[src/rtl/cook_timer.sv]
// cook_timer: oven cook-time countdown in mm:ss, held as four BCD digits.
//
// The user loads a time with the add_min / add_sec pulses, then starts,
// pauses or cancels the countdown. While running, a prescaler divides clk
// down to one-second ticks. Each tick removes one second. Reaching 00:00
// enters DONE, where the beeper sounds for BEEP_SECONDS and then the block
// returns to IDLE by itself.
//
// Parameters:
//   TICKS_PER_SEC  clk cycles per second (prescaler wraps at TICKS_PER_SEC-1)
//   BEEP_SECONDS   seconds spent beeping in DONE before returning to IDLE
//
// Ports:
//   clk        in   system clock, sole clock
//   rst        in   synchronous, active-high reset
//   add_min    in   1-cycle pulse: +1 minute (saturates at 59)
//   add_sec    in   1-cycle pulse: +1 second with carry (saturates at 59:59)
//   start      in   1-cycle pulse: start / resume the countdown
//   stop       in   1-cycle pulse: pause / cancel / acknowledge
//   door_open  in   level: oven door is open
//   sec_ones   out  BCD 0-9
//   sec_tens   out  BCD 0-5
//   min_ones   out  BCD 0-9
//   min_tens   out  BCD 0-5
//   heating    out  high only in RUN
//   beep       out  high only in DONE
//   state      out  IDLE=0 RUN=1 PAUSE=2 DONE=3
//
// Every output comes straight from a flop.
// When several inputs arrive in the same cycle, they take effect in this
// order: rst > stop > door_open > start > add.
module cook_timer #(
  parameter int TICKS_PER_SEC = 50000000,
  parameter int BEEP_SECONDS  = 3
) (
  input  logic       clk,
  input  logic       rst,
  input  logic       add_min,
  input  logic       add_sec,
  input  logic       start,
  input  logic       stop,
  input  logic       door_open,
  output logic [3:0] sec_ones,
  output logic [2:0] sec_tens,
  output logic [3:0] min_ones,
  output logic [2:0] min_tens,
  output logic       heating,
  output logic       beep,
  output logic [1:0] state
);

  localparam int PW = (TICKS_PER_SEC > 1) ? $clog2(TICKS_PER_SEC) : 1;
  localparam int BW = (BEEP_SECONDS > 1) ? $clog2(BEEP_SECONDS) : 1;
  localparam logic [PW-1:0] PRE_LAST  = PW'(TICKS_PER_SEC - 1);
  localparam logic [BW-1:0] BEEP_LAST = BW'(BEEP_SECONDS - 1);

  typedef enum logic [1:0] {
    ST_IDLE  = 2'd0,
    ST_RUN   = 2'd1,
    ST_PAUSE = 2'd2,
    ST_DONE  = 2'd3
  } state_t;

  // Time is packed as {min_tens[13:11], min_ones[10:7], sec_tens[6:4], sec_ones[3:0]}.
  localparam logic [13:0] TIME_MAX = {3'd5, 4'd9, 3'd5, 4'd9};

  state_t      state_q, state_d;
  logic [13:0] time_q, time_d;
  logic [PW-1:0] presc_q, presc_d;
  logic [BW-1:0] beep_cnt_q, beep_cnt_d;
  logic        heating_q, beep_q;

  logic        time_zero;
  logic        tick;
  logic [13:0] time_inc_min, time_inc_sec, time_dec;

  // +1 minute; the seconds digits are left alone. Minutes stay at 59 once there.
  function automatic logic [13:0] f_inc_min(input logic [13:0] t);
    logic [2:0] mt;
    logic [3:0] mo;
    mt = t[13:11];
    mo = t[10:7];
    if (!(mt == 3'd5 && mo == 4'd9)) begin
      if (mo == 4'd9) begin
        mo = 4'd0;
        mt = mt + 3'd1;
      end else begin
        mo = mo + 4'd1;
      end
    end
    return {mt, mo, t[6:0]};
  endfunction

  // +1 second, carrying from xx:59 into the minutes; the time stays at 59:59 once there.
  function automatic logic [13:0] f_inc_sec(input logic [13:0] t);
    logic [2:0] st;
    logic [3:0] so;
    logic [13:0] r;
    st = t[6:4];
    so = t[3:0];
    r  = t;
    if (t == TIME_MAX) begin
      r = t;
    end else if (st == 3'd5 && so == 4'd9) begin
      // Minutes cannot be 59 here, otherwise t would be 59:59.
      r = f_inc_min({t[13:7], 7'd0});
    end else if (so == 4'd9) begin
      r = {t[13:7], st + 3'd1, 4'd0};
    end else begin
      r = {t[13:7], st, so + 4'd1};
    end
    return r;
  endfunction

  // -1 second with BCD borrow. Only used while time is nonzero.
  function automatic logic [13:0] f_dec_sec(input logic [13:0] t);
    logic [2:0] mt;
    logic [3:0] mo;
    logic [2:0] st;
    logic [3:0] so;
    mt = t[13:11];
    mo = t[10:7];
    st = t[6:4];
    so = t[3:0];
    if (so != 4'd0) begin
      so = so - 4'd1;
    end else if (st != 3'd0) begin
      st = st - 3'd1;
      so = 4'd9;
    end else begin
      st = 3'd5;
      so = 4'd9;
      if (mo != 4'd0) begin
        mo = mo - 4'd1;
      end else begin
        mo = 4'd9;
        mt = mt - 3'd1;
      end
    end
    return {mt, mo, st, so};
  endfunction

  assign time_zero    = (time_q == 14'd0);
  assign tick         = (presc_q == PRE_LAST);
  assign time_inc_min = f_inc_min(time_q);
  assign time_inc_sec = f_inc_sec(time_q);
  assign time_dec     = f_dec_sec(time_q);

  // Next-state and datapath logic.
  always_comb begin
    state_d    = state_q;
    time_d     = time_q;
    presc_d    = presc_q;
    beep_cnt_d = beep_cnt_q;

    unique case (state_q)
      ST_IDLE: begin
        if (stop) begin
          time_d = 14'd0;
        end else if (start) begin
          // A start pulse takes the cycle even when it is refused, so an add
          // pulse arriving in the same cycle is dropped.
          if (!time_zero && !door_open) begin
            state_d = ST_RUN;
            presc_d = '0;
          end
        end else if (add_min) begin
          time_d = time_inc_min;
        end else if (add_sec) begin
          time_d = time_inc_sec;
        end
      end

      ST_RUN: begin
        if (stop || door_open) begin
          // Pausing takes priority over a tick that falls in the same cycle.
          state_d = ST_PAUSE;
        end else if (tick) begin
          presc_d = '0;
          time_d  = time_dec;
          if (time_dec == 14'd0) begin
            state_d    = ST_DONE;
            beep_cnt_d = '0;
          end
        end else begin
          presc_d = presc_q + 1'b1;
        end
      end

      ST_PAUSE: begin
        if (stop) begin
          state_d = ST_IDLE;
          time_d  = 14'd0;
        end else if (start) begin
          if (!door_open && !time_zero) begin
            state_d = ST_RUN;
            presc_d = '0;
          end
        end else if (add_min) begin
          time_d = time_inc_min;
        end else if (add_sec) begin
          time_d = time_inc_sec;
        end
      end

      ST_DONE: begin
        // The prescaler keeps counting seconds; beep_cnt counts the seconds
        // of beeping.
        if (stop) begin
          state_d = ST_IDLE;
          time_d  = 14'd0;
        end else if (tick) begin
          presc_d = '0;
          if (beep_cnt_q == BEEP_LAST) begin
            state_d = ST_IDLE;
            time_d  = 14'd0;
          end else begin
            beep_cnt_d = beep_cnt_q + 1'b1;
          end
        end else begin
          presc_d = presc_q + 1'b1;
        end
      end

      default: begin
        state_d = ST_IDLE;
        time_d  = 14'd0;
      end
    endcase
  end

  // State register. heating and beep are decoded from the next state so that
  // they change on the same edge as state.
  always_ff @(posedge clk) begin
    if (rst) begin
      state_q    <= ST_IDLE;
      time_q     <= 14'd0;
      presc_q    <= '0;
      beep_cnt_q <= '0;
      heating_q  <= 1'b0;
      beep_q     <= 1'b0;
    end else begin
      state_q    <= state_d;
      time_q     <= time_d;
      presc_q    <= presc_d;
      beep_cnt_q <= beep_cnt_d;
      heating_q  <= (state_d == ST_RUN);
      beep_q     <= (state_d == ST_DONE);
    end
  end

  assign min_tens = time_q[13:11];
  assign min_ones = time_q[10:7];
  assign sec_tens = time_q[6:4];
  assign sec_ones = time_q[3:0];
  assign heating  = heating_q;
  assign beep     = beep_q;
  assign state    = state_q;

endmodule

[config.mk]
export PLATFORM = sky130hd
export DESIGN_NAME = cook_timer
export DESIGN_NICKNAME = d
export VERILOG_FILES = /design/src/rtl/cook_timer.sv
export SDC_FILE = /design/constraint.sdc
export NUM_CORES = 1
export LEC_CHECK = 0
export BUFFER_PORTS_ARGS = -buffer_cell sky130_fd_sc_hd__buf_2
export CORE_ASPECT_RATIO = 1.25
export CORE_MARGIN = 2
export CORE_UTILIZATION = 61
export DETAILED_ROUTE_END_ITERATION = 8
export GPL_TIMING_DRIVEN = 1
export PLACE_DENSITY = 0.91
export SETUP_SLACK_MARGIN = 0.1
export SYNTH_ARGS = -nofsm -noshare
export SYNTH_HDL_FRONTEND = slang
export SYNTH_SLANG_ARGS = --single-unit
[constraint.sdc]
create_clock -name clk -period 2.85 [get_ports clk]
set_clock_uncertainty 0.1 [all_clocks]
set_input_delay 0.1425 -clock clk [delete_from_list [all_inputs] [get_ports clk]]
set_output_delay 0.1425 -clock clk [all_outputs]
set_load 0.05 [all_outputs]
==> results.cfg, run 1 <==
[grt]
grt.total_usage_pct = 26.7
grt.overflow.total = 0
grt_max_degree = 27
antenna_found_initial = 0
first_global_vias = 2808
grt_first_pass_wirelength_um = 12400

[yosys]
synth-seq-cells = 46
dominantRegCellSynth = sky130_fd_sc_hd__dfxtp_1
synthArstFlopShare_pct = 0
yosys.cell_types.count = 74
synth.top_cell.area_share_pct = 28.7
yosys-top-cells-area = sky130_fd_sc_hd__dfxtp_1, sky130_fd_sc_hd__ha_1, sky130_fd_sc_hd__nor2_1
syn-instance-count = 394
seq_area_frac_synth_pct = 28.7
yosysWarnings = 0
synthesized_netlist_net_count = 416
total_standard_cell_area_after_synthesis_um2 = 3210
post_synth_edffs = 0
synth_area_per_inst_um2 = 8.14
synth_largest_area_cell = sky130_fd_sc_hd__dfxtp_1

[clock_network]
number_of_buffers_created_by_cts = 5
clock_sink_count = 46
worstSkewPairLatency_ns = 0.30
max_h_tree_level = 2
clkTransAtPathRegs_ns = 0.09
root_buffer = sky130_fd_sc_hd__clkbuf_8
tritoncts = done
clock_tree.buffer_depth = 2

[worst_setup_path]
worst_setup_path_start_kind = flop
criticalPathCategory = reg2reg
critPathArrivalTime_ns = 2.65
origin_of_the_critical_flop_to_flop_path = time_q[1]
startpoint_of_the_worst_setup_timing_path = time_q[1]
worst_ep_required_time_ns = 2.93
cp_max_fanout = 18
timing.critical_path.to_type = flop

[power_and_ir_drop]
p_per_area_nw_per_um2 = 429
max-vdd-ir-drop_mv = 0.309
total_leakage_power_nw = 1.25

[die]
die_h_um = 85.1
die_w_um = 68.9
fp.dieArea_um2 = 5860
design.core.area_um2 = 5080
num_rows = 29
boundaryPins = 25
floorplan.initialDensity_pct = 63.2

[sta]
rsz0062_at_grt = no
finalCritPeriodShare_pct = 90.2
sum_neg_setup_slack_ns = 0
fin_hold_ws_ns = 0.186
fmaxAchievable_mhz = 389
drv_slew = 0
relSlewSlack_pct = 58.3
timing_worst_slew_pin_value_ns = 0.624
report.final.setup_viol = 0
fin_crit_ns = 2.57
timing.final.hold_violations = 0

[finish]
layout-area-overhead-vs-synth_pct = 8.50
insertedDiodeCount = 0
final_layout_net_count = 436
layout-drive-gt1-share_pct = 17.1
layout.filler_cells = 404

[drt]
drt-wirelength-per-cell_um = 15.7
drt.antenna.violating_nets = 0
drt_first_pass_iters = 4
drt-total-wl_um = 7470
avgViaCountPerCell = 6.39
route.detailed.drc = 0
vias = 3040
drt_first_iter_violations = 258

[worst_hold_path]
timing.hold.worst.class = in2reg
hp-start = rst

[run_status]
status = finished, final reports clean

[flow_run]
max_cap_viol_count = 0

[placed_design]
port_buffer_count = 24
finalWeightedCongestion = 0.900
dp_hpwl_um = 5230
[logic make-up (layout without fill, tap and decap cells)]
logic type,count (synthesis),in the layout,synth area share (%)
flops,46,46,28.7
compound gates,88,88,19.8
buf+inv,34,54,5.07
fa+ha+maj,15,15,5.85
xor+xnor,23,23,6.28
mux,3,3,0.936
simple gates,185,185,33.3
[power breakdown]
part | switching, W | leakage (nW) | internal (W)
combinational | 0.000198 | 0.820 | 0.000116
clock | 0.000218 | 0.0573 | 0.000281
sequential | 0.0000256 | 0.372 | 0.000655
[critical path: stages, from the launching register on]
cell and delay [ns]:
sky130_fd_sc_hd__dfxtp_1 0.40, sky130_fd_sc_hd__inv_1 0.12, sky130_fd_sc_hd__ha_1 0.30, sky130_fd_sc_hd__nor3b_4 0.22, sky130_fd_sc_hd__and4_1 0.25, sky130_fd_sc_hd__o21a_1 0.20, sky130_fd_sc_hd__buf_4 0.20, sky130_fd_sc_hd__nor4_1 0.41
sky130_fd_sc_hd__xnor2_1 0.19, sky130_fd_sc_hd__nor2_1 0.05
[through the flow]
stage                     cell area [µm²]  setup WS, ns  std cells  total power, W  utilization (%)
after floorplan                      3210         0.201        394        0.000932                -
after global placement               3350         0.385        467        0.000988             66.0
after detailed placement             3350         0.265        467        0.000995             66.0
after CTS                            3460         0.202        474         0.00149             68.2
after global routing                 3480         0.101        476         0.00155             68.5
final                                3480         0.280        476         0.00149             68.5
[final timing paths]
kind	end	slack (ns)	cells after the start
max	presc_q[15]	0.28	9
min	presc_q[12]	0.19	2
max reg2reg	presc_q[15]	0.28	9
min reg2reg	presc_q[5]	0.43	2
[state kept, by name (all words and copies together) (netlist names)]
name / cells
presc_q: 26
time_q: 14
beep_cnt_q: 2
state: 2
beep: 1
heating: 1
[cells in the final DEF (no fill, tap or decap), types with 3 or more instances in the layout]
cell                       Yosys  layout
sky130_fd_sc_hd__nand4_1      12      12
sky130_fd_sc_hd__nand3_1      15      15
sky130_fd_sc_hd__nor2_1       50      50
sky130_fd_sc_hd__xnor2_1      16      16
sky130_fd_sc_hd__nor4bb_1      4       4
sky130_fd_sc_hd__nor4_1        5       5
sky130_fd_sc_hd__nor3_2        3       3
sky130_fd_sc_hd__and4_1        5       5
sky130_fd_sc_hd__inv_1        13      13
sky130_fd_sc_hd__dfxtp_1      46      46
sky130_fd_sc_hd__nand3b_1      6       6
sky130_fd_sc_hd__ha_1         15      15
sky130_fd_sc_hd__nand2_1      28      28
sky130_fd_sc_hd__nor2b_1       6       6
sky130_fd_sc_hd__a211oi_1      3       3
sky130_fd_sc_hd__clkbuf_8      0       6
sky130_fd_sc_hd__o21ai_1       3       3
sky130_fd_sc_hd__nor3_1       14      14
sky130_fd_sc_hd__xor2_1        7       7
sky130_fd_sc_hd__o22ai_1       4       4
sky130_fd_sc_hd__nand2b_1      7       7
sky130_fd_sc_hd__buf_2        10      24
sky130_fd_sc_hd__buf_4         0      10
sky130_fd_sc_hd__mux2i_1       3       3
sky130_fd_sc_hd__nor3b_1       3       3
sky130_fd_sc_hd__nor4b_1       3       3
sky130_fd_sc_hd__a21oi_1      26      26
sky130_fd_sc_hd__o21ai_0      16      16
[synth_stat cells (all sizes together), types with 3 or more instances]
master  count
xor2        7
clkbuf      8
nor3b       5
o22ai       4
ha         15
nand3b      6
o221a       3
nand4      13
dfxtp      46
xnor2      16
nand2b      7
inv        13
nand3      17
nor2b       6
mux2i       3
nor2       50
nor4b       5
o21ai      19
or2         3
a21oi      27
nor4        7
nor4bb      4
nor3       18
a21o        3
nand2      28
and4        5
and3        3
a211oi      4
buf        13
[layout make-up]
type	count	area (µm²)	area share, %
clock inverter	1	30.0	0.863
clock buffer	6	82.6	2.37
multi-input combinational	314	2130	61.1
timing repair buffer	34	195	5.61
inverter	13	48.8	1.40
tap	62	77.6	2.23
sequential	46	921	26.5
[what timing repair did]
action | 4_1_cts | 5_1_grt
setup buffers | 0 | 2
hold buffers | 0 | 0
endpoints found under the setup margin | 0 | 25
gates resized for setup | 0 | 1
[metal layers]
metal  share of wire (%)  up-vias  global-route usage [%]
met1                  41     1446                    30.4
met3                 5.4       19                    5.04
met5                   0        -                       0
met4                 2.0        0                    8.91
met2                  52       99                    48.3
li1                    -     1476                       -
Note: power is estimated with default switching activity, not from simulation.
==> run 2, diff against run 1 <==
==> config.mk (replaced) <==
export PLATFORM = sky130hd
export DESIGN_NAME = cook_timer
export DESIGN_NICKNAME = d
export VERILOG_FILES = /design/src/rtl/cook_timer.sv
export SDC_FILE = /design/constraint.sdc
export NUM_CORES = 1
export LEC_CHECK = 0
export CORE_ASPECT_RATIO = 1.25
export CORE_MARGIN = 2
export CORE_UTILIZATION = 64
export DETAILED_ROUTE_END_ITERATION = 8
export DONT_BUFFER_PORTS = 1
export GPL_TIMING_DRIVEN = 1
export PLACE_DENSITY = 0.9
export SETUP_SLACK_MARGIN = 0.1
export SYNTH_ARGS = -nofsm -noshare
export SYNTH_HDL_FRONTEND = slang
export SYNTH_SLANG_ARGS = --single-unit
==> run 2 against run 1 <==
- critical path depth rose by 1
- maximum frequency grew 1.6%
- cell count shrank 2.3%
- largest power group unchanged
- die area fell by 4.4%
==> results.cfg, run 2 (same netlist as run 1, synthesis figures left out) <==
[worst_setup_path]
ff2ff_path_depth = 10
r2r-end = time_q[13]
worstPathCellList = inv_1 > ha_1 > ha_1 > nor4bb_1 > buf_4 > nand2_1 > nor2_1 > o2bb2ai_1 > nand3_1 > a21oi_1
critical_path_buf_inv_count = 2
critical_path.most_common_cell = sky130_fd_sc_hd__ha_1
cp_max_fanout = 8
cp_slowest_cell = sky130_fd_sc_hd__nor4bb_1
timing.critical_path.to_type = flop
critPathArrivalTime_ns = 2.66
setup.reg_to_reg.worst_slack_ns = 0.32
criticalPathCategory = reg2reg
critPathTopFamily = simple AND/OR/NAND/NOR gates
worst_ep_required_time_ns = 2.98
worst_setup_path_start_kind = flop
worst_path_largest_cell_delay_ns = 0.54
origin_of_the_critical_flop_to_flop_path = time_q[5]

[die]
boundaryPins = 25
die_w_um = 67.3
design.core.area_um2 = 4800
fp.dieArea_um2 = 5600
die_h_um = 83.2
num_rows = 28
floorplan.initialDensity_pct = 66.8

[clock_network]
tritoncts = done
clock_sink_count = 46
worstSkewPairLatency_ns = 0.31
root_buffer = sky130_fd_sc_hd__clkbuf_8
clkTransAtPathRegs_ns = 0.09
max_h_tree_level = 2
number_of_buffers_created_by_cts = 5
clock_tree.buffer_depth = 2

[grt]
grt.overflow.total = 0
grt.total_usage_pct = 29.4
grt_max_degree = 26
first_global_vias = 3010
antenna_found_initial = 0
grt_first_pass_wirelength_um = 13100

[sta]
fin_crit_ns = 2.53
smallest_setup_slack_after_layout_ns = 0.319
relSlewSlack_pct = 33.9
fmaxAchievable_mhz = 395
report.final.setup_viol = 0
timing.final.hold_violations = 0
drv_slew = 0
timing_worst_slew_pin_value_ns = 0.988
sum_neg_setup_slack_ns = 0
rsz0062_at_grt = no
fin_hold_ws_ns = 0.0394
finalCritPeriodShare_pct = 88.8

[worst_hold_path]
timing.hold.worst_path_depth = 3
hp-start = door_open
worst_hold_path_ep = state[0]
timing.hold.worst.class = in2reg

[flow_run]
max_cap_viol_count = 0

[placed_design]
port_buffer_count = 0
place_worst_setup_slack_ns = 0.370
place.detailed.instances = 456
finalWeightedCongestion = 0.902
dp_hpwl_um = 5530

[drt]
drt_first_iter_violations = 216
drt_first_pass_iters = 6
drt-wirelength-per-cell_um = 17.1
vias = 3040
avgViaCountPerCell = 6.54
drt.antenna.violating_nets = 0
route.detailed.drc = 0
drt-total-wl_um = 7930

[power_and_ir_drop]
max-vdd-ir-drop_mv = 0.267
p_per_area_nw_per_um2 = 408
total_leakage_power_nw = 1.19

[finish]
largest_register_by_flop_count = presc_q
layout-drive-gt1-share_pct = 14.8
layout_commonest_cell = sky130_fd_sc_hd__nor2_1
top_regs = presc_q x26, time_q x14
largest_register_ff_count = 26
layout-area-overhead-vs-synth_pct = 7.29
sequential_cell_area_um2 = 921
final_layout_net_count = 426
fin_cells = 465
area_of_the_multi_input_gates_um2 = 2120
insertedDiodeCount = 0
mostFrequentLayoutCells = sky130_fd_sc_hd__nor2_1, sky130_fd_sc_hd__dfxtp_1, sky130_fd_sc_hd__nand2_1
layout.filler_cells = 373

[run_status]
status = finished, final reports clean
==> run 2: stage by stage <==
| stage | total power, W | instance area (µm²) | util [%] |
|---|---|---|---|
| final | 0.00140 | 3440 | 71.7 |
| after detailed placement | 0.000992 | 3340 | 69.6 |
| after floorplan | 0.000932 | 3210 | - |
| after global routing | 0.00146 | 3440 | 71.7 |
| after global placement | 0.000985 | 3340 | 69.6 |
| after CTS | 0.00141 | 3440 | 71.7 |
==> run 2: area by class of cell <==
class | instances | area share, %
Tap cell | 60 | 2.18
Timing Repair Buffer | 24 | 5.31
Clock buffer | 5 | 2.00
Clock inverter | 3 | 0.618
Inverter | 13 | 1.42
Sequential cell | 46 | 26.8
Multi-Input combinational cell | 314 | 61.7
==> run 2: how the worst max path moves through the flow <==
stage,startpoint,end,slack [ns],cells past startpoint
finish,time_q[5],time_q[13],0.32,10
detailed placement,time_q[5],heating,0.37,9
global route,time_q[5],heating,0.14,9
global placement,time_q[0],time_q[12],0.46,8
CTS,time_q[5],heating,0.35,9
floorplan,time_q[0],presc_q[11],0.20,11
==> run 2: report_power, final <==
part | total [W] | switching, W | internal, W
clock | 0.000414 | 0.000241 | 0.000173
combinational | 0.000320 | 0.000203 | 0.000116
sequential | 0.000671 | 0.0000160 | 0.000655
total | 0.00140 | 0.000461 | 0.000944
==> run 2: what timing repair did <==
item | 4_1_cts | 5_1_grt
setup buffers | 0 | 0
gates resized for setup | 0 | 0
hold buffers | 1 | 0
endpoints found under the hold margin | 23 | 0
setup endpoints to repair | 0 | 0
==> run 2: layer usage <==
layer,global-route usage (%),routed length (µm),vias to the layer above
li1,-,-,1456
met1,33.1,3220,1417
met2,49.0,3870,132
met3,8.40,552,35
met4,15.4,286,0
met5,0,0,-
==> run 2: worst reg2reg max path, stage by stage, from the launching register on <==
cell                        delay (ns)
sky130_fd_sc_hd__dfxtp_1          0.32
sky130_fd_sc_hd__inv_1            0.11
sky130_fd_sc_hd__ha_1             0.23
sky130_fd_sc_hd__ha_1             0.23
sky130_fd_sc_hd__nor4bb_1         0.54
sky130_fd_sc_hd__buf_4            0.26
sky130_fd_sc_hd__nand2_1          0.07
sky130_fd_sc_hd__nor2_1           0.18
sky130_fd_sc_hd__o2bb2ai_1        0.15
sky130_fd_sc_hd__nand3_1          0.12
sky130_fd_sc_hd__a21oi_1          0.14
==> run 3, diff against run 2 <==
--- a/config.mk
+++ b/config.mk
@@ -7,11 +7,12 @@
 export LEC_CHECK = 0
 export CORE_ASPECT_RATIO = 1.25
 export CORE_MARGIN = 2
-export CORE_UTILIZATION = 64
+export CORE_UTILIZATION = 66
+export CTS_BUF_LIST = sky130_fd_sc_hd__clkbuf_4 sky130_fd_sc_hd__clkbuf_8
 export DETAILED_ROUTE_END_ITERATION = 8
 export DONT_BUFFER_PORTS = 1
 export GPL_TIMING_DRIVEN = 1
-export PLACE_DENSITY = 0.9
+export PLACE_DENSITY = 0.92
 export SETUP_SLACK_MARGIN = 0.1
 export SYNTH_ARGS = -nofsm -noshare
 export SYNTH_HDL_FRONTEND = slang
==> run 3 against run 2 <==
- critical endpoint is now time_q[12]
- die area shrank 2.9%
- combinational power is essentially flat
- cell count shrank 0.22%
- worst hold slack lost 0.0016 ns
- maximum frequency shrank 1.4%
- first-iteration DRC count grew 41%
==> results.cfg, run 3 (same netlist as run 1, synthesis figures left out) <==
[clock_network]
max_h_tree_level = 2
worstSkewPairLatency_ns = 0.32
number_of_buffers_created_by_cts = 5
clock_tree.buffer_depth = 2
root_buffer = sky130_fd_sc_hd__clkbuf_8
number_of_gates_given_a_new_drive_strength_after_cts = 0
tritoncts = done
clock_sink_count = 46
clkTransAtPathRegs_ns = 0.10

[sta]
sum_neg_setup_slack_ns = 0
relSlewSlack_pct = 30.1
fmaxAchievable_mhz = 390
fin_crit_ns = 2.57
drv_slew = 0
timing_worst_slew_pin_value_ns = 1.04
smallest_setup_slack_after_layout_ns = 0.284
timing.final.hold_violations = 0
rsz0062_at_grt = no
finalCritPeriodShare_pct = 90.1
fin_hold_ws_ns = 0.0377
report.final.setup_viol = 0

[die]
num_rows = 28
design.core.area_um2 = 4690
die_h_um = 82.0
boundaryPins = 25
fp.dieArea_um2 = 5440
die_w_um = 66.4
floorplan.initialDensity_pct = 68.3

[finish]
top_regs = presc_q x26, time_q x14
layout-drive-gt1-share_pct = 14.6
layout.filler_cells = 359
layout-area-overhead-vs-synth_pct = 7.18
sequential_cell_area_um2 = 921
mostFrequentLayoutCells = sky130_fd_sc_hd__nor2_1, sky130_fd_sc_hd__dfxtp_1, sky130_fd_sc_hd__nand2_1
final_util_pct = 73.2
largest_register_by_flop_count = presc_q
insertedDiodeCount = 0
largest_register_ff_count = 26
area_of_the_multi_input_gates_um2 = 2120
layout_commonest_cell = sky130_fd_sc_hd__nor2_1
final_layout_net_count = 425

[worst_hold_path]
timing.hold.worst_path_depth = 3
timing.hold.worst.class = in2reg

[drt]
drt_first_pass_iters = 4
drt_first_iter_violations = 305
drt-wirelength-per-cell_um = 16.9
drt.antenna.violating_nets = 0
avgViaCountPerCell = 6.49
vias = 3012
drt-total-wl_um = 7830
route.detailed.drc = 0

[grt]
first_global_vias = 2865
antenna_found_initial = 0
grt.overflow.total = 0
grt.total_usage_pct = 29.8
grt_max_degree = 26
grt_first_pass_wirelength_um = 12700

[power_and_ir_drop]
total_leakage_power_nw = 1.19
total_power_w = 0.00141
max-vdd-ir-drop_mv = 0.313
p_per_area_nw_per_um2 = 411

[worst_setup_path]
ff2ff_path_depth = 8
cp_slowest_cell = sky130_fd_sc_hd__nor4bb_1
worst_setup_path_start_kind = flop
critical_path_buf_inv_count = 1
worst_ep_required_time_ns = 2.92
critPathTopFamily = simple AND/OR/NAND/NOR gates
critical_path_depth = 8
critPathArrivalTime_ns = 2.64
worstPathCellList = buf_4 > ha_1 > nand3b_1 > nor2_1 > nor4bb_1 > o221a_4 > nor3b_2 > o22ai_1
worst_path_largest_cell_delay_ns = 0.39
cp_max_fanout = 13
criticalPathCategory = reg2reg
timing.critical_path.to_type = flop

[placed_design]
place_worst_setup_slack_ns = 0.413
dp_hpwl_um = 5680
finalWeightedCongestion = 0.899
port_buffer_count = 0

[run_status]
status = finished, final reports clean

[flow_run]
max_cap_viol_count = 0
## run 3: what timing repair did
action                                 in CTS  in global routing
hold buffers                                1                  0
setup buffers                               0                  0
endpoints found under the hold margin      23                  0
## run 3: final timing paths
check | from | to | slack [ns]
worst max-delay path | time_q[0] | time_q[12] | 0.28
worst min-delay path | add_min | time_q[3] | 0.04
worst max register to register | time_q[0] | time_q[12] | 0.28
worst min register to register | beep_cnt_q[1] | beep_cnt_q[1] | 0.39
## run 3: area by class of cell
class	count	area share [%]
Multi-Input combinational cell	314	61.8
Sequential cell	46	26.8
Timing Repair Buffer	23	5.09
Tap cell	60	2.18
Clock buffer	5	2.00
Inverter	13	1.42
Clock inverter	3	0.728
## run 3: worst min-delay path: stages
cell and delay [ns]:
sky130_fd_sc_hd__nor2_1 0.06, sky130_fd_sc_hd__a21oi_1 0.13, sky130_fd_sc_hd__o32ai_1 0.08
## run 3: metrics by stage
stage          instance area [µm²]  instances
5_1_grt                       3440        464
4_1_cts                       3440        464
6_report                      3440        464
3_5_place_dp                  3330        455
3_3_place_gp                  3330        455
2_1_floorplan                 3210        394
## run 3: per-layer routing
metal | global-route usage (%) | part of all wire (%)
met2 | 55.1 | 51
met3 | 6.44 | 6.4
met1 | 30.2 | 38
met4 | 18.0 | 4.6
met5 | 0 | 0
## run 3: power by group
group	leakage (nW)	internal (W)	switching, W
sequential	0.372	0.000655	0.0000147
combinational	0.771	0.000116	0.000205
clock	0.0447	0.000177	0.000246
